**src/rtl/ram8_arbiter_pkg.sv**
```systemverilog
`default_nettype none
// ============================================================================
// Module      : ram8_arbiter_pkg
// Description : Shared definitions for the RAM8 two-port arbiter: FSM state
//               encoding, clear-sequence terminal count, last-served codes.
// Ports       : none (package)
// Revision    : 1.0 - initial release
// ============================================================================
package ram8_arbiter_pkg;

    typedef enum logic [1:0] {
        S_INIT   = 2'd0,
        S_IDLE   = 2'd1,
        S_ACCESS = 2'd2,
        S_DONE   = 2'd3
    } state_t;

    // Last address written by the post-reset clear sequence.
    localparam logic [2:0] INIT_LAST = 3'd7;

    // Encoding of the last-served register: 1 means requester B.
    localparam logic LAST_A = 1'b0;
    localparam logic LAST_B = 1'b1;

endpackage
`default_nettype wire

```
**src/rtl/rr_pick2.sv**
```systemverilog
`default_nettype none
// ============================================================================
// Module      : rr_pick2
// Description : Two-way round-robin tie-break. A lone requester always wins;
//               on a tie the requester that was not served last wins.
// Ports       : a_req, b_req  - request inputs
//               last_served   - 1 = B was served last, 0 = A
//               grant_a/b     - one-hot (or zero) grant outputs
// Revision    : 1.0 - initial release
// ============================================================================
module rr_pick2 (
    input  logic a_req,
    input  logic b_req,
    input  logic last_served,
    output logic grant_a,
    output logic grant_b
);

    assign grant_a = a_req & (~b_req |  last_served);
    assign grant_b = b_req & (~a_req | ~last_served);

endmodule
`default_nettype wire

```
**src/rtl/ram8_arbiter.sv**
```systemverilog
`default_nettype none
// ============================================================================
// Module      : ram8_arbiter
// Description : Arbitrates two requesters onto a single external RAM8 port.
//               After reset the RAM is cleared (8 writes of zero), then each
//               granted request takes IDLE -> ACCESS -> DONE (3 cycles).
// Ports       : clk, reset          - clock, async active-high reset
//               a_* / b_*           - requester A / B request and response
//               ram_addr/in/write   - shared RAM8 port drive
//               ram_out             - RAM8 combinational read data
//               busy                - high during the post-reset clear
// Revision    : 1.0 - initial release
// ============================================================================
module ram8_arbiter
    import ram8_arbiter_pkg::*;
(
    input  logic        clk,
    input  logic        reset,
    input  logic        a_req,
    input  logic        a_write,
    input  logic [2:0]  a_addr,
    input  logic [15:0] a_wdata,
    output logic        a_ack,
    output logic [15:0] a_rdata,
    input  logic        b_req,
    input  logic        b_write,
    input  logic [2:0]  b_addr,
    input  logic [15:0] b_wdata,
    output logic        b_ack,
    output logic [15:0] b_rdata,
    output logic [2:0]  ram_addr,
    output logic [15:0] ram_in,
    output logic        ram_write,
    input  logic [15:0] ram_out,
    output logic        busy
);

    state_t      r_state;
    logic [2:0]  r_count;
    logic        r_last_b;
    logic        r_lat_b;
    logic        r_lat_write;
    logic [2:0]  r_lat_addr;
    logic [15:0] r_lat_wdata;

    logic        w_grant_a;
    logic        w_grant_b;

    rr_pick2 u_pick (
        .a_req       (a_req),
        .b_req       (b_req),
        .last_served (r_last_b),
        .grant_a     (w_grant_a),
        .grant_b     (w_grant_b)
    );

    always_ff @(posedge clk or posedge reset) begin
        if (reset) begin
            r_state     <= S_INIT;
            r_count     <= 3'd0;
            r_last_b    <= LAST_B;
            r_lat_b     <= 1'b0;
            r_lat_write <= 1'b0;
            r_lat_addr  <= 3'd0;
            r_lat_wdata <= 16'd0;
            a_ack       <= 1'b0;
            b_ack       <= 1'b0;
            a_rdata     <= 16'd0;
            b_rdata     <= 16'd0;
        end else begin
            case (r_state)
                S_INIT: begin
                    // Stop on the terminal count rather than wrapping, so the
                    // clear never revisits address 0.
                    if (r_count == INIT_LAST) begin
                        r_state <= S_IDLE;
                    end else begin
                        r_count <= r_count + 3'd1;
                    end
                end
                S_IDLE: begin
                    if (w_grant_a || w_grant_b) begin
                        r_lat_b     <= w_grant_b;
                        r_lat_write <= w_grant_b ? b_write : a_write;
                        r_lat_addr  <= w_grant_b ? b_addr  : a_addr;
                        r_lat_wdata <= w_grant_b ? b_wdata : a_wdata;
                        r_state     <= S_ACCESS;
                    end
                end
                S_ACCESS: begin
                    // Writes echo their own data back as the response.
                    if (r_lat_b) begin
                        b_rdata <= r_lat_write ? r_lat_wdata : ram_out;
                        b_ack   <= 1'b1;
                    end else begin
                        a_rdata <= r_lat_write ? r_lat_wdata : ram_out;
                        a_ack   <= 1'b1;
                    end
                    r_last_b <= r_lat_b;
                    r_state  <= S_DONE;
                end
                S_DONE: begin
                    a_ack   <= 1'b0;
                    b_ack   <= 1'b0;
                    r_state <= S_IDLE;
                end
                default: begin
                    r_state <= S_INIT;
                end
            endcase
        end
    end

    // RAM port decode from registered state. The clear-write strobe is gated
    // by reset so the port is quiet while reset is held.
    always_comb begin
        ram_write = 1'b0;
        ram_addr  = 3'd0;
        ram_in    = 16'd0;
        case (r_state)
            S_INIT: begin
                ram_write = ~reset;
                ram_addr  = r_count;
            end
            S_ACCESS: begin
                ram_write = r_lat_write;
                ram_addr  = r_lat_addr;
                ram_in    = r_lat_wdata;
            end
            default: begin
                ram_write = 1'b0;
            end
        endcase
    end

    assign busy = (r_state == S_INIT);

endmodule
`default_nettype wire
```
**config.mk**
```make
export PLATFORM = sky130hd
export DESIGN_NAME = ram8_arbiter
export DESIGN_NICKNAME = d
export VERILOG_FILES = /design/src/rtl/ram8_arbiter_pkg.sv /design/src/rtl/rr_pick2.sv /design/src/rtl/ram8_arbiter.sv
export SDC_FILE = /design/constraint.sdc
export NUM_CORES = 1
export LEC_CHECK = 0
export CORE_ASPECT_RATIO = 1.75
export CORE_MARGIN = 3
export CORE_UTILIZATION = 46
export CTS_BUF_LIST = sky130_fd_sc_hd__clkbuf_8
export DETAILED_ROUTE_END_ITERATION = 16
export GPL_ROUTABILITY_DRIVEN = 0
export PLACE_DENSITY_LB_ADDON = 0.3
export RECOVER_POWER = 100
export SKIP_CTS_REPAIR_TIMING = 1
export SLEW_MARGIN = 20
export SYNTH_ARGS = -nofsm -noshare
export SYNTH_HDL_FRONTEND = slang
export SYNTH_SLANG_ARGS = --single-unit
```
**constraint.sdc**
```tcl
create_clock -name clk -period 2.9 [get_ports clk]
set_clock_uncertainty 0.15 [all_clocks]
set_input_delay 0.435 -clock clk [delete_from_list [all_inputs] [get_ports clk]]
set_output_delay 0.435 -clock clk [all_outputs]
set_load 0.03 [all_outputs]
```
==> results of run 1 <==
-- final cells by class --
class / count / area (um^2) / share of cell area (%)
clock inverters: 6 / 103 / 2.32
multi-input cells: 218 / 1380 / 31.1
inverters: 4 / 15.0 / 0.339
clock buffers: 10 / 138 / 3.11
repair buffers: 122 / 1160 / 26.3
well taps: 82 / 103 / 2.32
flip-flops and latches: 61 / 1530 / 34.5
-- power groups by stage --
stage,registers [mW],logic [mW],clock network (mW)
after floorplan,1.93,1.57,0
after global placement,1.59,2.81,0
after detailed placement,1.61,2.89,0
after CTS,1.59,2.91,0.926
after global routing,1.64,2.90,0.962
final,1.58,2.65,0.911
-- metrics by stage --
stage / cell area (um^2) / hold slack (ns) / worst slack (ns)
4_1_cts: 4570 / 0.334 / 0.0587
5_1_grt: 4430 / 0.364 / 0.000242
6_report: 4430 / 0.322 / 0.0840
2_1_floorplan: 3160 / 0.339 / 0.206
3_3_place_gp: 4330 / 0.315 / 0.565
3_5_place_dp: 4330 / 0.320 / 0.483
-- worst max-delay path by stage --
stage	startpoint	to	slack, ns
final	r_state[0]$_DFFE_PP0P_	ram_in[4]	0.08
after detailed placement	r_state[0]$_DFFE_PP0P_	ram_in[4]	0.48
after floorplan	reset	ram_write	0.21
after global placement	r_state[0]$_DFFE_PP0P_	ram_in[14]	0.57
after global routing	r_state[0]$_DFFE_PP0P_	ram_in[3]	0.0002
after CTS	r_state[0]$_DFFE_PP0P_	ram_in[4]	0.06
-- synthesized netlist by cell type (all sizes together) --
cell     count  area (um^2)
o21ai       18         93.8
mux2         4         45.0
a31oi        2         12.5
nand2b       1         6.26
nand2       38          143
a21bo        1         10.0
a21boi       1         18.8
xor2         1         8.76
nor2        42          183
dfrtp       60         1500
ha           9          113
a21oi       60          499
o21a         1         8.76
o2bb2ai      1         8.76
clkbuf       2         8.75
and2        17          106
mux2i       17          170
and2b        1         8.76
a22oi        1         7.51
dfstp        1         26.3
inv          4         15.0
buf         17          140
a22o         3         26.3
-- worst max-delay path, stage by stage (launching register included) --
cell and delay (ns):
dfrtp_1 0.41, inv_1 0.17, ha_1 0.22, buf_4 0.24
and2_1 0.16, clkdlybuf4s50_1 0.67
-- cells by family after synthesis --
kind of cell	count (synthesis)	synth area share (%)
buffers and inverters	23	5.19
AND/OR/NAND/NOR	99	14.1
adder cells (fa/ha/maj)	9	3.56
XOR/XNOR	1	0.277
flip-flops	61	48.3
multiplexers	21	6.81
AO/OA/AOI/OAI	88	21.7
-- placed cells by master, fill, tap and decap left out, types with 2 or more instances in the layout --
cell type         n
nand2_1          38
mux2_2            3
dlygate4sd3_1    37
inv_1             6
mux2i_1          17
and2_1           16
a21oi_1          31
buf_4             2
a22o_1            3
a21oi_2          29
a31oi_1           2
nor2_2           10
nor2_1           32
o21ai_0          17
bufinv_16         3
clkbuf_8         10
clkbuf_1          9
dfrtp_1          60
clkdlybuf4s50_1  72
ha_1              9
-- registers in the layout, summed over array words and instances, names as in the netlist --
signal       flops
r_lat_wdata     16
b_rdata         16
r_last_b         1
r_state          2
a_ack            1
r_lat_b          1
b_ack            1
a_rdata         16
r_lat_write      1
r_lat_addr       3
r_count          3
-- metal layers --
| layer | wire [um] | part of all wire (%) |
|---|---|---|
| met1 | 3040 | 37 |
| met2 | 4540 | 56 |
| met3 | 374 | 4.6 |
| met4 | 214 | 2.6 |
| met5 | 0 | 0 |
==> flow_metrics.env, run 1 <==
export IMPL_status="finished, violations left"
export IMPL_violations="capacitance limit, slew limit"
export IMPL_start_util_pct=48.0
export IMPL_start_kind="flip-flop"
export IMPL_finalHoldViolCount=0
export IMPL_grt_usage_pct=22.4
export IMPL_ys_types=31
export IMPL_syn_area_um2=3160
export IMPL_ys_ff_latch=61
export IMPL_die_w_um=68.7
export IMPL_gr_usage_met2_pct=39.6
export IMPL_switchingPower_mw=2.23
export IMPL_drive_gt1_share_pct=15.4
export IMPL_ios=115
export IMPL_cp_end_kind="output pin"
export IMPL_drv_cap=1
export IMPL_routed_wl_um=8170
export IMPL_seq_area_frac_synth_pct=48.3
export IMPL_wl_per_cell_um=16.2
export IMPL_core_area_um2=6590
export IMPL_slew_headroom_pct=-0.157
export IMPL_dr_pass1_iters=4
export IMPL_top_usage_layer="met2"
export IMPL_insertion_delay_ns=0.34
export IMPL_cts_tree="built"
export IMPL_syn_to_final_growth_pct=40.0
export IMPL_syn_inst=302
export IMPL_grt_pass1_vias=2619
export IMPL_reg2reg_slack_ns=0.36
export IMPL_met1_usage_pct=25.0
export IMPL_ir_drop_mv=0.530
export IMPL_setup_viol=0
export IMPL_min_path_cells=2
export IMPL_vias=2571
export IMPL_reg2regPathDepth=6
export IMPL_slew_violations=61
export IMPL_clockBufferDepth=2
export IMPL_grt_ovfl_total=0
export IMPL_fp_row_count=39
export IMPL_die_area_um2=7940
export IMPL_die_height_um=116
export IMPL_crit_reg2reg_launch="r_state[0]$_DFFE_PP0P_"
export IMPL_cts_made_buffers=9
export IMPL_p_int_mw=2.91
export IMPL_clkPwrFrac_pct=17.7
export IMPL_antenna_found_initial=0
export IMPL_cts_root_buf="clkbuf_8"
export IMPL_regToRegEndpoint="a_rdata[7]$_DFFE_PP0P_"
export IMPL_syn_num_nets=371
export IMPL_fin_nets=485
export IMPL_drt_iter0_markers=171
export IMPL_p_leak_nw=1.91
export IMPL_clock_fmax_ghz=0.355
export IMPL_yosys_warnings=0
export IMPL_cts_clk_slew_worst_paths_ns=0.07
export IMPL_avgSynthCellArea_um2=10.5
export IMPL_clock_sinks=61
export IMPL_fin_setup_tns_ns=0
export IMPL_grtUsageMet3_pct=4.17
export IMPL_io_buffers=114
export IMPL_p_sw_share_pct=43.4
export IMPL_worstSetupPathType="flip-flop to output pin"
export IMPL_num_antenna_cells=0
export IMPL_grt_pass1_wl_um=12900
export IMPL_h_tree_depth=3
export IMPL_grt_max_degree=62
export IMPL_fin_crit_sh_pct=97.1
export IMPL_finish_utilization_pct=67.2
export IMPL_final_min_clock_period_ns=2.82
export IMPL_power_per_cell_area_nw_per_um2=1160
export IMPL_worstMarginPinSlew_ns=1.50
export IMPL_dp_hpwl_um=6130
export IMPL_vias_per_cell=5.11
export IMPL_arrival_ns=2.23
export IMPL_drc_errors=0
export IMPL_required_ns=2.32
export IMPL_combPwrFrac_pct=51.6
export IMPL_stdcell_count=503
export IMPL_fillers=566
export IMPL_min_to="a_rdata[12]$_DFFE_PP0P_"
export IMPL_rsz0062_at_grt="no"
export IMPL_hold_path_class="flip-flop to flip-flop"
export IMPL_p_seq_share_pct=30.7
export IMPL_hold_start="a_rdata[12]$_DFFE_PP0P_"
export IMPL_ant_nets=0
export IMPL_dp_cells=487
export IMPL_total_power_mw=5.15
export IMPL_cp_max_fo=21
(Power assumes the default switching activity.)
==> run 2, diff against run 1 <==
--- a/config.mk
+++ b/config.mk
@@ -14,4 +14,5 @@
 export PLACE_DENSITY_LB_ADDON = 0.3
 export RECOVER_POWER = 100
+export REMOVE_ABC_BUFFERS = 1
 export SKIP_CTS_REPAIR_TIMING = 1
 export SLEW_MARGIN = 20
==> constraint.sdc (replaced) <==
create_clock -name clk -period 2.9 [get_ports clk]
set_clock_uncertainty 0.15 [all_clocks]
set_input_delay 0.725 -clock clk [delete_from_list [all_inputs] [get_ports clk]]
set_output_delay 0.725 -clock clk [all_outputs]
set_load 0.03 [all_outputs]
==> run 2 against run 1 <==
Effect of this change:
- the run still ends with capacitance limit, slew limit left
- via count up 0.66%
- die area unchanged
- hold slack better by 0.0043 ns
- cell count down 0.20%
- non-clock buffer count unchanged
- total power down 3.8%
- critical path type unchanged
- combinational power about the same
- core utilization down 1.0 points
- largest power group unchanged
==> flow_metrics.env, run 2 (synthesis gave the netlist of run 1 again) <==
export IMPL_switchingPower_mw=2.21
export IMPL_clockBufferDepth=2
export IMPL_cts_root_buf="clkbuf_8"
export IMPL_p_leak_nw=1.92
export IMPL_p_seq_share_pct=31.2
export IMPL_cts_tree="built"
export IMPL_finish_utilization_pct=66.2
export IMPL_top_regs="a_rdata x16, b_rdata x16, r_lat_wdata x16"
export IMPL_clkPwrFrac_pct=14.9
export IMPL_setup_viol=0
export IMPL_required_ns=2.03
export IMPL_grt_pass1_wl_um=12700
export IMPL_ir_drop_mv=0.739
export IMPL_worstMarginPinSlew_ns=1.52
export IMPL_slew_headroom_pct=-1.25
export IMPL_fin_setup_tns_ns=0
export IMPL_setup_slack_ns=0.104
export IMPL_dp_cells=487
export IMPL_die_height_um=116
export IMPL_antenna_found_initial=0
export IMPL_grt_ovfl_total=0
export IMPL_grt_max_degree=62
export IMPL_reg2reg_slack_ns=0.34
export IMPL_arrival_ns=1.92
export IMPL_clock_fmax_ghz=0.358
export IMPL_dr_pass1_iters=4
export IMPL_clock_sinks=61
export IMPL_fin_nets=485
export IMPL_cts_made_buffers=9
export IMPL_hold_start="a_rdata[2]$_DFFE_PP0P_"
export IMPL_drt_iter0_markers=149
export IMPL_crit_reg2reg_launch="r_state[0]$_DFFE_PP0P_"
export IMPL_num_antenna_cells=0
export IMPL_layout_common_cells="60 x dfrtp_1, 58 x clkdlybuf4s50_1, 38 x nand2_1"
export IMPL_vias=2588
export IMPL_ios=115
export IMPL_insertion_delay_ns=0.34
export IMPL_drv_cap=1
export IMPL_final_common_cell="dfrtp_1"
export IMPL_placed_area_um2=4300
export IMPL_grt_pass1_vias=2636
export IMPL_p_int_mw=2.74
export IMPL_cp_end_kind="output pin"
export IMPL_ant_nets=0
export IMPL_syn_to_final_growth_pct=37.9
export IMPL_hold_path_class="flip-flop to flip-flop"
export IMPL_start_kind="flip-flop"
export IMPL_power_per_cell_area_nw_per_um2=1140
export IMPL_p_sw_share_pct=44.6
export IMPL_stdcell_count=502
export IMPL_grt_usage_pct=22.2
export IMPL_reg2regPathDepth=7
export IMPL_rsz0062_at_grt="no"
export IMPL_fp_row_count=39
export IMPL_slew_violations=62
export IMPL_routed_wl_um=8220
export IMPL_combPwrFrac_pct=53.9
export IMPL_io_buffers=114
export IMPL_min_path_cells=2
export IMPL_finalHoldViolCount=0
export IMPL_final_min_clock_period_ns=2.80
export IMPL_whs_ns=0.326
export IMPL_drc_errors=0
export IMPL_start_util_pct=48.0
export IMPL_total_power_mw=4.95
export IMPL_vias_per_cell=5.16
export IMPL_core_area_um2=6590
export IMPL_fin_area_um2=4360
export IMPL_status="finished, violations left"
export IMPL_dp_hpwl_um=5930
export IMPL_worstSetupPathType="flip-flop to output pin"
export IMPL_die_w_um=68.7
export IMPL_h_tree_depth=3
export IMPL_fin_crit_sh_pct=96.4
export IMPL_violations="capacitance limit, slew limit"
export IMPL_regToRegEndpoint="b_rdata[15]$_DFFE_PP0P_"
export IMPL_preCtsSetupSlack_ns=0.331
export IMPL_cp_max_fo=6
export IMPL_wl_per_cell_um=16.4
export IMPL_drive_gt1_share_pct=20.2
export IMPL_die_area_um2=7940
export IMPL_cts_clk_slew_worst_paths_ns=0.07
export IMPL_min_to="a_rdata[2]$_DFFE_PP0P_"
## run 2: critical path, stage by stage, from the launching register on
cell	delay [ns]
dfrtp_1	0.43
inv_1	0.16
ha_1	0.28
clkdlybuf4s50_1	0.71
## run 2: cell type report
cell class	count	area [um^2]
fillers	591	2230
flip-flops and latches	61	1530
multi-input cells	218	1380
repair buffers	122	1140
clock buffers	11	151
well taps	82	103
clock inverters	4	41.3
inverters	4	15.0
## run 2: power groups by stage
stage / clock network [mW] / registers, mW / logic, mW
3_5_place_dp: 0 / 1.58 / 2.90
4_1_cts: 0.755 / 1.56 / 2.92
2_1_floorplan: 0 / 1.97 / 1.42
3_3_place_gp: 0 / 1.56 / 2.84
6_report: 0.737 / 1.54 / 2.67
5_1_grt: 0.788 / 1.59 / 2.92
## run 2: worst max-delay path by stage
stage,from,to,slack [ns],depth (start not counted)
after global routing,r_state[0]$_DFFE_PP0P_,ram_in[7],0.02,5
after detailed placement,r_state[0]$_DFFE_PP0P_,ram_addr[0],0.33,5
after CTS,r_state[0]$_DFFE_PP0P_,ram_addr[0],-0.07,5
after global placement,r_state[0]$_DFFE_PP0P_,ram_addr[1],0.36,5
final,r_state[0]$_DFFE_PP0P_,busy,0.10,3
after floorplan,reset,ram_write,-0.37,2
## run 2: routing by layer
layer	wire, um	up-vias	GRT usage [%]
li1	-	1245	-
met1	3010	1247	23.7
met5	0	-	0
met4	224	0	12.1
met3	414	15	3.88
met2	4570	81	39.5
==> run 3, diff against run 2 <==
- SKIP_LAST_GASP: not set -> 1
==> results of run 3 <==
No change in the layout: final DEF, timing and power equal those of run 2.
